File: src/rtl/norm_pkg.sv
// norm_pkg
// Shared definitions for the weight-norm sequencer: default sizing of the
// weight stream, accumulator and root widths, the root saturation limit and
// the controller state enumeration.
// No ports (package only).

package norm_pkg;

   // Number of weight beats that make up one norm operation.
   localparam int N_WEIGHTS = 20;

   // Width of one signed two's-complement weight.
   localparam int WEIGHT_W = 10;

   // Sum of squares for N_WEIGHTS full-scale weights (20 * 512^2 = 5242880)
   // fits exactly in 23 unsigned bits.
   localparam int ACC_W = 23;

   // Root register width; the published result is {1'b0, root}.
   localparam int ROOT_W = 9;

   // Largest root the iterative search is allowed to reach.
   localparam int MAX_ROOT = 42;

   typedef enum logic [1:0] {
      IDLE  = 2'd0,
      ACCUM = 2'd1,
      ROOT  = 2'd2,
      DONE  = 2'd3
   } state_t;

endpackage : norm_pkg

File: src/rtl/norm_sqrt_iter.sv
// norm_sqrt_iter
// One step of the linear integer square-root search. Given the sum of
// squares and the current root candidate, it decides whether the root may
// grow by one (next candidate squared still fits and the saturation limit is
// not reached) and presents the next root value. Purely combinational.
// Ports:
//   acc_i      sum of squares being rooted
//   root_i     current root candidate
//   rootNext_o root after this step (root_i + 1, or root_i when finished)
//   done_o     high when the root can no longer grow

module norm_sqrt_iter #(
   parameter int MAX_ROOT = norm_pkg::MAX_ROOT
) (
   input  logic [norm_pkg::ACC_W-1:0]  acc_i,
   input  logic [norm_pkg::ROOT_W-1:0] root_i,
   output logic [norm_pkg::ROOT_W-1:0] rootNext_o,
   output logic                        done_o
);
   import norm_pkg::*;

   localparam int SQ_W = 2 * (ROOT_W + 1);

   logic [ROOT_W:0] rootInc;
   logic [SQ_W-1:0] incSquare;
   logic            grow;

   // The incremented candidate carries one extra bit so that squaring it can
   // never wrap, even at the top of the root range.
   assign rootInc   = {1'b0, root_i} + (ROOT_W + 1)'(1);
   assign incSquare = SQ_W'(rootInc) * SQ_W'(rootInc);

   // Grow only while below the saturation limit and while the next candidate
   // squared still does not exceed the accumulated value.
   assign grow = (root_i < ROOT_W'(MAX_ROOT)) &&
                 (ACC_W'(incSquare) <= acc_i);

   assign rootNext_o = grow ? rootInc[ROOT_W-1:0] : root_i;
   assign done_o     = ~grow;

endmodule : norm_sqrt_iter

File: src/rtl/norm_seq.sv
// norm_seq
// Computes min(floor(sqrt(sum of w^2)), MAX_ROOT) over a stream of
// N_WEIGHTS signed weights. A start pulse in IDLE opens the operation, the
// weights arrive through a valid/ready handshake and are squared and summed,
// the root is then found by an incrementing search, and the result is held
// in DONE until the downstream accepts it.
// Ports:
//   clk, rst            clock and synchronous active-high reset
//   start               begin one operation (only honoured in IDLE)
//   busy                high whenever the controller is not in IDLE
//   in_valid/in_ready   weight beat handshake, in_data is the signed weight
//   out_valid/out_ready result handshake
//   result              {1'b0, root}, holds the last delivered root

module norm_seq #(
   parameter int N_WEIGHTS = norm_pkg::N_WEIGHTS,
   parameter int WEIGHT_W  = norm_pkg::WEIGHT_W,
   parameter int MAX_ROOT  = norm_pkg::MAX_ROOT
) (
   input  logic                       clk,
   input  logic                       rst,
   input  logic                       start,
   output logic                       busy,
   input  logic                       in_valid,
   output logic                       in_ready,
   input  logic signed [WEIGHT_W-1:0] in_data,
   output logic                       out_valid,
   input  logic                       out_ready,
   output logic [9:0]                 result
);
   import norm_pkg::*;

   localparam int CNT_W = $clog2(N_WEIGHTS + 1);
   localparam int SQR_W = 2 * WEIGHT_W;

   state_t              state_q, state_d;
   logic [ACC_W-1:0]    acc_q, acc_d;
   logic [CNT_W-1:0]    beatCnt_q, beatCnt_d;
   logic [ROOT_W-1:0]   root_q, root_d;
   logic [ROOT_W-1:0]   result_q, result_d;

   logic signed [SQR_W-1:0] weightSquare;
   logic [ROOT_W-1:0]       rootNext;
   logic                    rootDone;

   // The single multiplier of the block. A square is never negative, so the
   // product can be zero-extended straight into the unsigned accumulator.
   assign weightSquare = in_data * in_data;

   norm_sqrt_iter #(
      .MAX_ROOT (MAX_ROOT)
   ) u_sqrtIter (
      .acc_i      (acc_q),
      .root_i     (root_q),
      .rootNext_o (rootNext),
      .done_o     (rootDone)
   );

   // Next-state and output logic. Handshake readiness is a pure function of
   // the state, so in_ready drops the cycle after the final beat and
   // out_valid is only ever seen in DONE. result_q is loaded on the way into
   // DONE so it stays frozen while DONE waits and after the hand-off.
   always_comb begin
      state_d   = state_q;
      acc_d     = acc_q;
      beatCnt_d = beatCnt_q;
      root_d    = root_q;
      result_d  = result_q;
      busy      = 1'b1;
      in_ready  = 1'b0;
      out_valid = 1'b0;

      case (state_q)
         IDLE: begin
            busy = 1'b0;
            if (start) begin
               acc_d     = '0;
               beatCnt_d = '0;
               state_d   = ACCUM;
            end
         end

         ACCUM: begin
            in_ready = 1'b1;
            if (in_valid) begin
               acc_d = acc_q + ACC_W'($unsigned(weightSquare));
               if (beatCnt_q == CNT_W'(N_WEIGHTS - 1)) begin
                  root_d  = '0;
                  state_d = ROOT;
               end else begin
                  beatCnt_d = beatCnt_q + CNT_W'(1);
               end
            end
         end

         ROOT: begin
            if (rootDone) begin
               result_d = root_q;
               state_d  = DONE;
            end else begin
               root_d = rootNext;
            end
         end

         DONE: begin
            out_valid = 1'b1;
            if (out_ready) begin
               state_d = IDLE;
            end
         end

         default: begin
            state_d = IDLE;
         end
      endcase
   end

   // State registers. Reset wins over every request and handshake and wipes
   // any partially accumulated operation, including the published result.
   always_ff @(posedge clk) begin
      if (rst) begin
         state_q   <= IDLE;
         acc_q     <= '0;
         beatCnt_q <= '0;
         root_q    <= '0;
         result_q  <= '0;
      end else begin
         state_q   <= state_d;
         acc_q     <= acc_d;
         beatCnt_q <= beatCnt_d;
         root_q    <= root_d;
         result_q  <= result_d;
      end
   end

   assign result = {1'b0, result_q};

endmodule : norm_seq

File: config.mk
export PLATFORM = sky130hd
export DESIGN_NAME = norm_seq
export DESIGN_NICKNAME = d
export VERILOG_FILES = /design/src/rtl/norm_pkg.sv /design/src/rtl/norm_sqrt_iter.sv /design/src/rtl/norm_seq.sv
export SDC_FILE = /design/constraint.sdc
export NUM_CORES = 1
export LEC_CHECK = 0
export BUFFER_PORTS_ARGS = -buffer_cell sky130_fd_sc_hd__buf_2
export CAP_MARGIN = 15
export CORE_ASPECT_RATIO = 2
export CORE_MARGIN = 5
export CORE_UTILIZATION = 59
export DETAILED_ROUTE_END_ITERATION = 10
export PLACE_DENSITY = 0.79
export SYNTH_ARGS = -nofsm -noshare
export SYNTH_HDL_FRONTEND = slang
export SYNTH_SLANG_ARGS = --single-unit
File: constraint.sdc
create_clock -name clk -period 8.2 [get_ports clk]
set_clock_uncertainty 0.05 [all_clocks]
set_input_delay 0.41 -clock clk [delete_from_list [all_inputs] [get_ports clk]]
set_output_delay 0.41 -clock clk [all_outputs]
set_load 0.005 [all_outputs]
# [Yosys cells after proc, flatten, opt, wreduce, memory -nomap -nowiden]
# Index checks and enable logic that the tools add are counted.
[op_classes] addsub=3 n_mul=2 magnitude_cmp=2 n_eq_ne=11 muxes=20 bitwise_logic=1 reduce_logical=9
[op_table] cell="23-bit two-way mux" count=2
[op_table] cell="23-bit one-hot mux with 2 select lines" count=1
[op_table] cell="10-bit by 10-bit multiplier with 20-bit output" count=2
[op_table] cell="9-bit two-way mux" count=3
[op_table] cell="23-bit by 20-bit adder with 23-bit output" count=1
[op_table] cell="20-bit by 23-bit less-or-equal comparator with 1-bit output" count=1
[op_table] cell="9-bit one-hot mux with 2 select lines" count=1
[op_table] cell="5-bit two-way mux" count=3
[op_table] cell="2-bit != test (second input constant)" count=6
[op_table] cell="9-bit by 1-bit adder with 10-bit output (second input constant)" count=1
[op_table] cell="2-bit two-way mux" count=5
[op_table] cell="5-bit one-hot mux with 2 select lines" count=1
[op_table] cell="9-bit by 6-bit less-than comparator with 1-bit output (second input constant)" count=1
[op_table] cell="2-bit one-hot mux with 4 select lines" count=1
[op_table] cell="4-bit AND reduction" count=2
[op_table] cell="5-bit by 1-bit adder with 5-bit output (second input constant)" count=1
[op_table] cell="5-bit equality test (second input constant)" count=1
[op_table] cell="5-bit AND reduction" count=1
[op_table] cell="2-bit equality test (second input constant)" count=2
[op_table] cell="2-bit nonzero test" count=2
[op_table] cell="1-bit two-way mux" count=3
[op_table] cell="3-bit AND reduction" count=1
[op_table] cell="2-bit by 1-bit equality test with 1-bit output (second input constant)" count=1
[op_table] cell="2-bit logical NOT" count=1
[op_table] cell="other kinds (4)" count=4
[totals] ff_bits=48 in_bits=15 out_inout_bits=13 wordCells=53

# [Logic depth before layout (Yosys ltp)]
[depth] ltp_word=6 mapped_depth=33 ltp_nobuf=32

# [Hierarchy]
# Synthesis repeated with hierarchy kept, for this count alone.
[hier_totals] hier_cells=1246 hier_area_um2=10186.0
[by_module_without_submodules] module="norm_seq" n_inst=1 cells_per_inst=785 area_each_um2=6480.0 seq_area_each_um2=960.9
[by_module_without_submodules] module="norm_sqrt_iter" n_inst=1 cells_per_inst=461 area_each_um2=3706.1 seq_area_each_um2=0.0

# [Least setup slack after synthesis]
# No wires, ideal clock.
[synth_path] path_kind="reg2reg" from="register root_q[4]" to="register root_q[1]" setup_ns=0.130 t_arrival_ns=7.587 required_ns=8.020 slack_ns=0.433 stages_incl_launch_ff=31 n_path_buf=0 period_less_slack_ns=7.767 path_cell_list="dfxtp_1 and3_1 and3_1 and3_2 xnor2_1 inv_1 nor2_1 fa_1 fa_1 inv_1 fa_1 inv_1 fa_1 inv_1 fa_1 inv_1 ha_1 and2_1 a32o_1 nand2b_1 a211o_1 a31o_2 xnor2_1 ha_1 and4_1 nand4_1 or2_2 o31ai_2 nor2_4 o31ai_4 o22ai_1"
[synth_via] elab_chain_cells=6 elab_cells_between_ends=7 classes_between="add/sub (1); mul (1); order compare (2); eq/ne (1); reduce/logical (2)"
[synth_rtl] element="start, declared" line_no="norm_seq.sv:39" source="logic [ROOT_W-1:0] root_q, root_d;"
[synth_rtl] element="start signal, assigned" line_no="norm_seq.sv:131" source="root_q <= root_d;"
[synth_rtl] element="9-bit by 1-bit adder with 10-bit output" line_no="norm_sqrt_iter.sv:30" source="assign rootInc = {1'b0, root_i} + (ROOT_W + 1)'(1);"
[synth_rtl] element="10-bit by 10-bit multiplier with 20-bit output" line_no="norm_sqrt_iter.sv:31" source="assign incSquare = SQ_W'(rootInc) * SQ_W'(rootInc);"
[synth_rtl] element="20-bit by 23-bit less-or-equal comparator with 1-bit output" line_no="norm_sqrt_iter.sv:36" source="(ACC_W'(incSquare) <= acc_i);"
[synth_rtl] element="1-bit logical AND (*)" line_no="norm_sqrt_iter.sv:35" source="assign grow = (root_i < ROOT_W'(MAX_ROOT)) &&"
[synth_rtl] element="2-bit by 1-bit != test with 1-bit output (no source line) (*)"
[synth_rtl] element="4-bit AND reduction (no source line) (*)"
# Mark *: on every way between the ends. The rest lies on a longest branch, timed or not.
# A chain may end at the register's enable or synchronous reset.

# [Final worst setup path]
[layout_path] from="register root_q[5]" to="register root_q[5]"
[layout_via] elab_chain_cells=6 elab_cells_between_ends=9 classes_between="add/sub (1); mul (1); order compare (2); eq/ne (1); mux (2); reduce/logical (2)"
[layout_rtl] element="9-bit by 1-bit adder with 10-bit output" line_no="norm_sqrt_iter.sv:30"
[layout_rtl] element="10-bit by 10-bit multiplier with 20-bit output" line_no="norm_sqrt_iter.sv:31"
[layout_rtl] element="20-bit by 23-bit less-or-equal comparator with 1-bit output" line_no="norm_sqrt_iter.sv:36"
[layout_rtl] element="1-bit logical AND" line_no="norm_sqrt_iter.sv:35"
[layout_rtl] element="2-bit by 1-bit != test with 1-bit output (no source line)"
[layout_rtl] element="4-bit AND reduction (no source line)"
# Parallel ways exist; a longest one is shown, timed or not. The select of a mux whose other input is x is not followed.

==> reports/qor.csv <==
metric,value,unit
cp_max_fo,8,
p_total,3.60,mW
swShare,0.528,
cts_root_buffer,clkbuf_16,
ctsHoldBuffers,0,
synth-seq-area-share,0.100,
synth_xor_area_frac,0.0676,
synth_edf_count,0,
reg2reg_slack,280,ps
nets,1425,
drc,0,
total_leakage_power,5.25,nW
ant_nets,0,
final_cell_area,10300,um2
cts_tree,done,
core_region_area,16100,um2
cts_buffers,5,
internal-power,1.70,mW
critical_path_class,flip-flop to flip-flop,
drt_iter0_drc,366,
status,"complete, no violations",
fin_crit,7920,ps
worst_setup_path_end_kind,flip-flop,
r2r_start,root_q[5]$_SDFFE_PP0P_,
port_buffers,26,
avgSynthCellArea,8.64,um2
startpoint,root_q[5]$_SDFFE_PP0P_,
start_kind,flip-flop,
synth_adder_area_share,0.451,
initial_core_util,0.596,
layout-drive-gt1-share,0.0718,
tns,0,ps
worst_hold_slack,430,ps
cts.sinks,48,
clock_latency,290,ps
cp_num_buf_inv,6,
r2r_end,root_q[5]$_SDFFE_PP0P_,
synth_ff_type,dfxtp_1,
num_io_pins,28,
tightest_slew,973,ps
synthCells,1110,
max_slew_margin,0.349,
p_clk_frac,0.058,
cp_top_family,adder cells,
mostFrequentLayoutCells,"inv_1, ha_1, fa_1",
syn_to_final_growth,6.94,%
synth_area,9590,um2
final.setup.worst_slack,281,ps
die_h,190,um
peakVddDrop,0.745,mV
hpwl,17200,um
final_common_cell,inv_1,
antenna_cells,0,
grt_pass1_wl,35900,um
drtPass1Iterations,5,
finalSetupViolations,0,
num_rows,66,
async_flop_share,0,
crit_required,8330,ps
post-route-util,0.637,
finalHoldViolations,0,
clock.fmax,126,MHz
p_switching,1.90,mW
num_vias,7610,
dieArea,19100,um2
grt_pass1_vias,8110,
grt.overflow.total,0,
htreeDepth,2,
antenna_found_initial,0,
pre_cts_ws,8.22,ps
ys_types,70,
grt_max_degree,36,
synthSimpleGateAreaFrac,0.153,
cts_buffer_depth,2,
cap_viol_max_count,0,
finalMaxSlewViolations,0,
drt_wl_total,20200,um
fin_crit_sh,0.966,
synth_seq_cells,48,
synth_top_family_by_area,adder cells,
dpl_cell_area,10000,um2
dp.cells,1334,
cp_slowest_stage_delay,530,ps
place.gp.congestion,0.969,
combPwrFrac,0.859,
critical-path-slowest-cell,fa_1,
grt_usage,0.225,
yosysWarnings,0,
seq_power_share,0.084,
synth_compound_area_frac,0.119,
cp-endpoint,root_q[5]$_SDFFE_PP0P_,
wire_per_inst,15.0,um
power_density,351,nW/um2
hp-class,flip-flop to flip-flop,
synth.area.mux_share,0.0147,
finalNonFillerCells,1346,
post_drt_via_cell_ratio,5.65,
fp.dieW,100,um
cp.arrival,8040,ps
crit_cells,31,
clkTransAtPathRegs,70,ps
r2r_cells,31,
logic make-up (layout without fill, tap and decap cells):
group                      count (synthesis)  count (layout)
other                                      2               8
muxes                                     14              14
DFF                                       48              48
buffers and inverters                    238             264
AOI/OAI and AO/OA                        172             172
and+or+nand+nor                          293             293
xor gates and xnor gates                  74              74
adders and majority gates                269             269
worst reg2reg max path, delay by kind of cell (launching register included):
family,cells,cell delay (ps)
flops,1,350
simple gates,10,2060
buf+inv,6,500
fa+ha+maj,7,3070
xor+xnor,2,340
compound gates,6,1410
routing by layer:
layer,vias up,track usage,routed length (um)
met5,-,0,0
met4,0,0.0519,449
met3,42,0.0220,726
met2,156,0.409,10600
met1,3727,0.284,8360
li1,3685,-,-
power by group through the flow:
stage	clock, mW	combinational, mW	sequential (mW)
after CTS	0.209	3.07	0.301
final	0.207	3.09	0.301
after global placement	0	2.97	0.305
after global routing	0.220	3.53	0.305
after floorplan	0	2.51	0.295
after detailed placement	0	3.05	0.305
registers in the layout, summed over array words and instances (netlist names):
signal,flops
acc_q,23
result_q,9
root_q,9
beatCnt_q,5
state_q,2
cells in the mapped netlist (6+ instances only):
master,number,share of area
inv_1,213,0.083
and2_1,29,0.019
a31oi_1,6,0.0039
dfxtp_1,48,0.10
nand4_1,8,0.0052
nand2_1,82,0.032
and3_1,7,0.0046
fa_1,128,0.27
nor2_1,75,0.029
a21oi_1,54,0.028
mux2i_1,13,0.014
clkbuf_1,22,0.0086
a21o_1,14,0.011
nand2b_1,13,0.0085
xnor2_1,55,0.050
o21ai_0,24,0.013
nor2b_1,6,0.0039
nand3_1,22,0.011
o21a_1,9,0.0070
or2_2,6,0.0039
xor2_1,19,0.017
ha_1,141,0.18
a211oi_1,6,0.0047
o32ai_1,6,0.0055
a22oi_1,7,0.0055
nor3_1,15,0.0078
area by class of cell:
cell class,instances,area [um2]
well taps,204,255
flip-flops and latches,48,965
inverters,213,800
fillers,1400,5840
repair buffers,43,274
clock buffers,5,125
clock inverters,3,21.3
multi-input cells,830,7820
how the worst min path moves through the flow:
stage,slack [ps],startpoint,end,cells past startpoint
finish,430,acc_q[22]$_SDFFE_PP0P_,acc_q[22]$_SDFFE_PP0P_,2
global route,460,acc_q[22]$_SDFFE_PP0P_,acc_q[22]$_SDFFE_PP0P_,2
CTS,430,acc_q[2]$_SDFFE_PP0P_,acc_q[2]$_SDFFE_PP0P_,2
detailed placement,420,acc_q[2]$_SDFFE_PP0P_,acc_q[2]$_SDFFE_PP0P_,2
global placement,420,acc_q[22]$_SDFFE_PP0P_,acc_q[22]$_SDFFE_PP0P_,2
floorplan,400,acc_q[2]$_SDFFE_PP0P_,acc_q[2]$_SDFFE_PP0P_,2
what timing repair did:
item / 4_1_cts / 5_1_grt
endpoints found under the setup margin: 5 / 19
pin swaps: 1 / 4
hold endpoints to repair: 0 / 0
buffers inserted: 0 / 4
resized for setup: 0 / 16
Power figures use the tool's default switching activity.
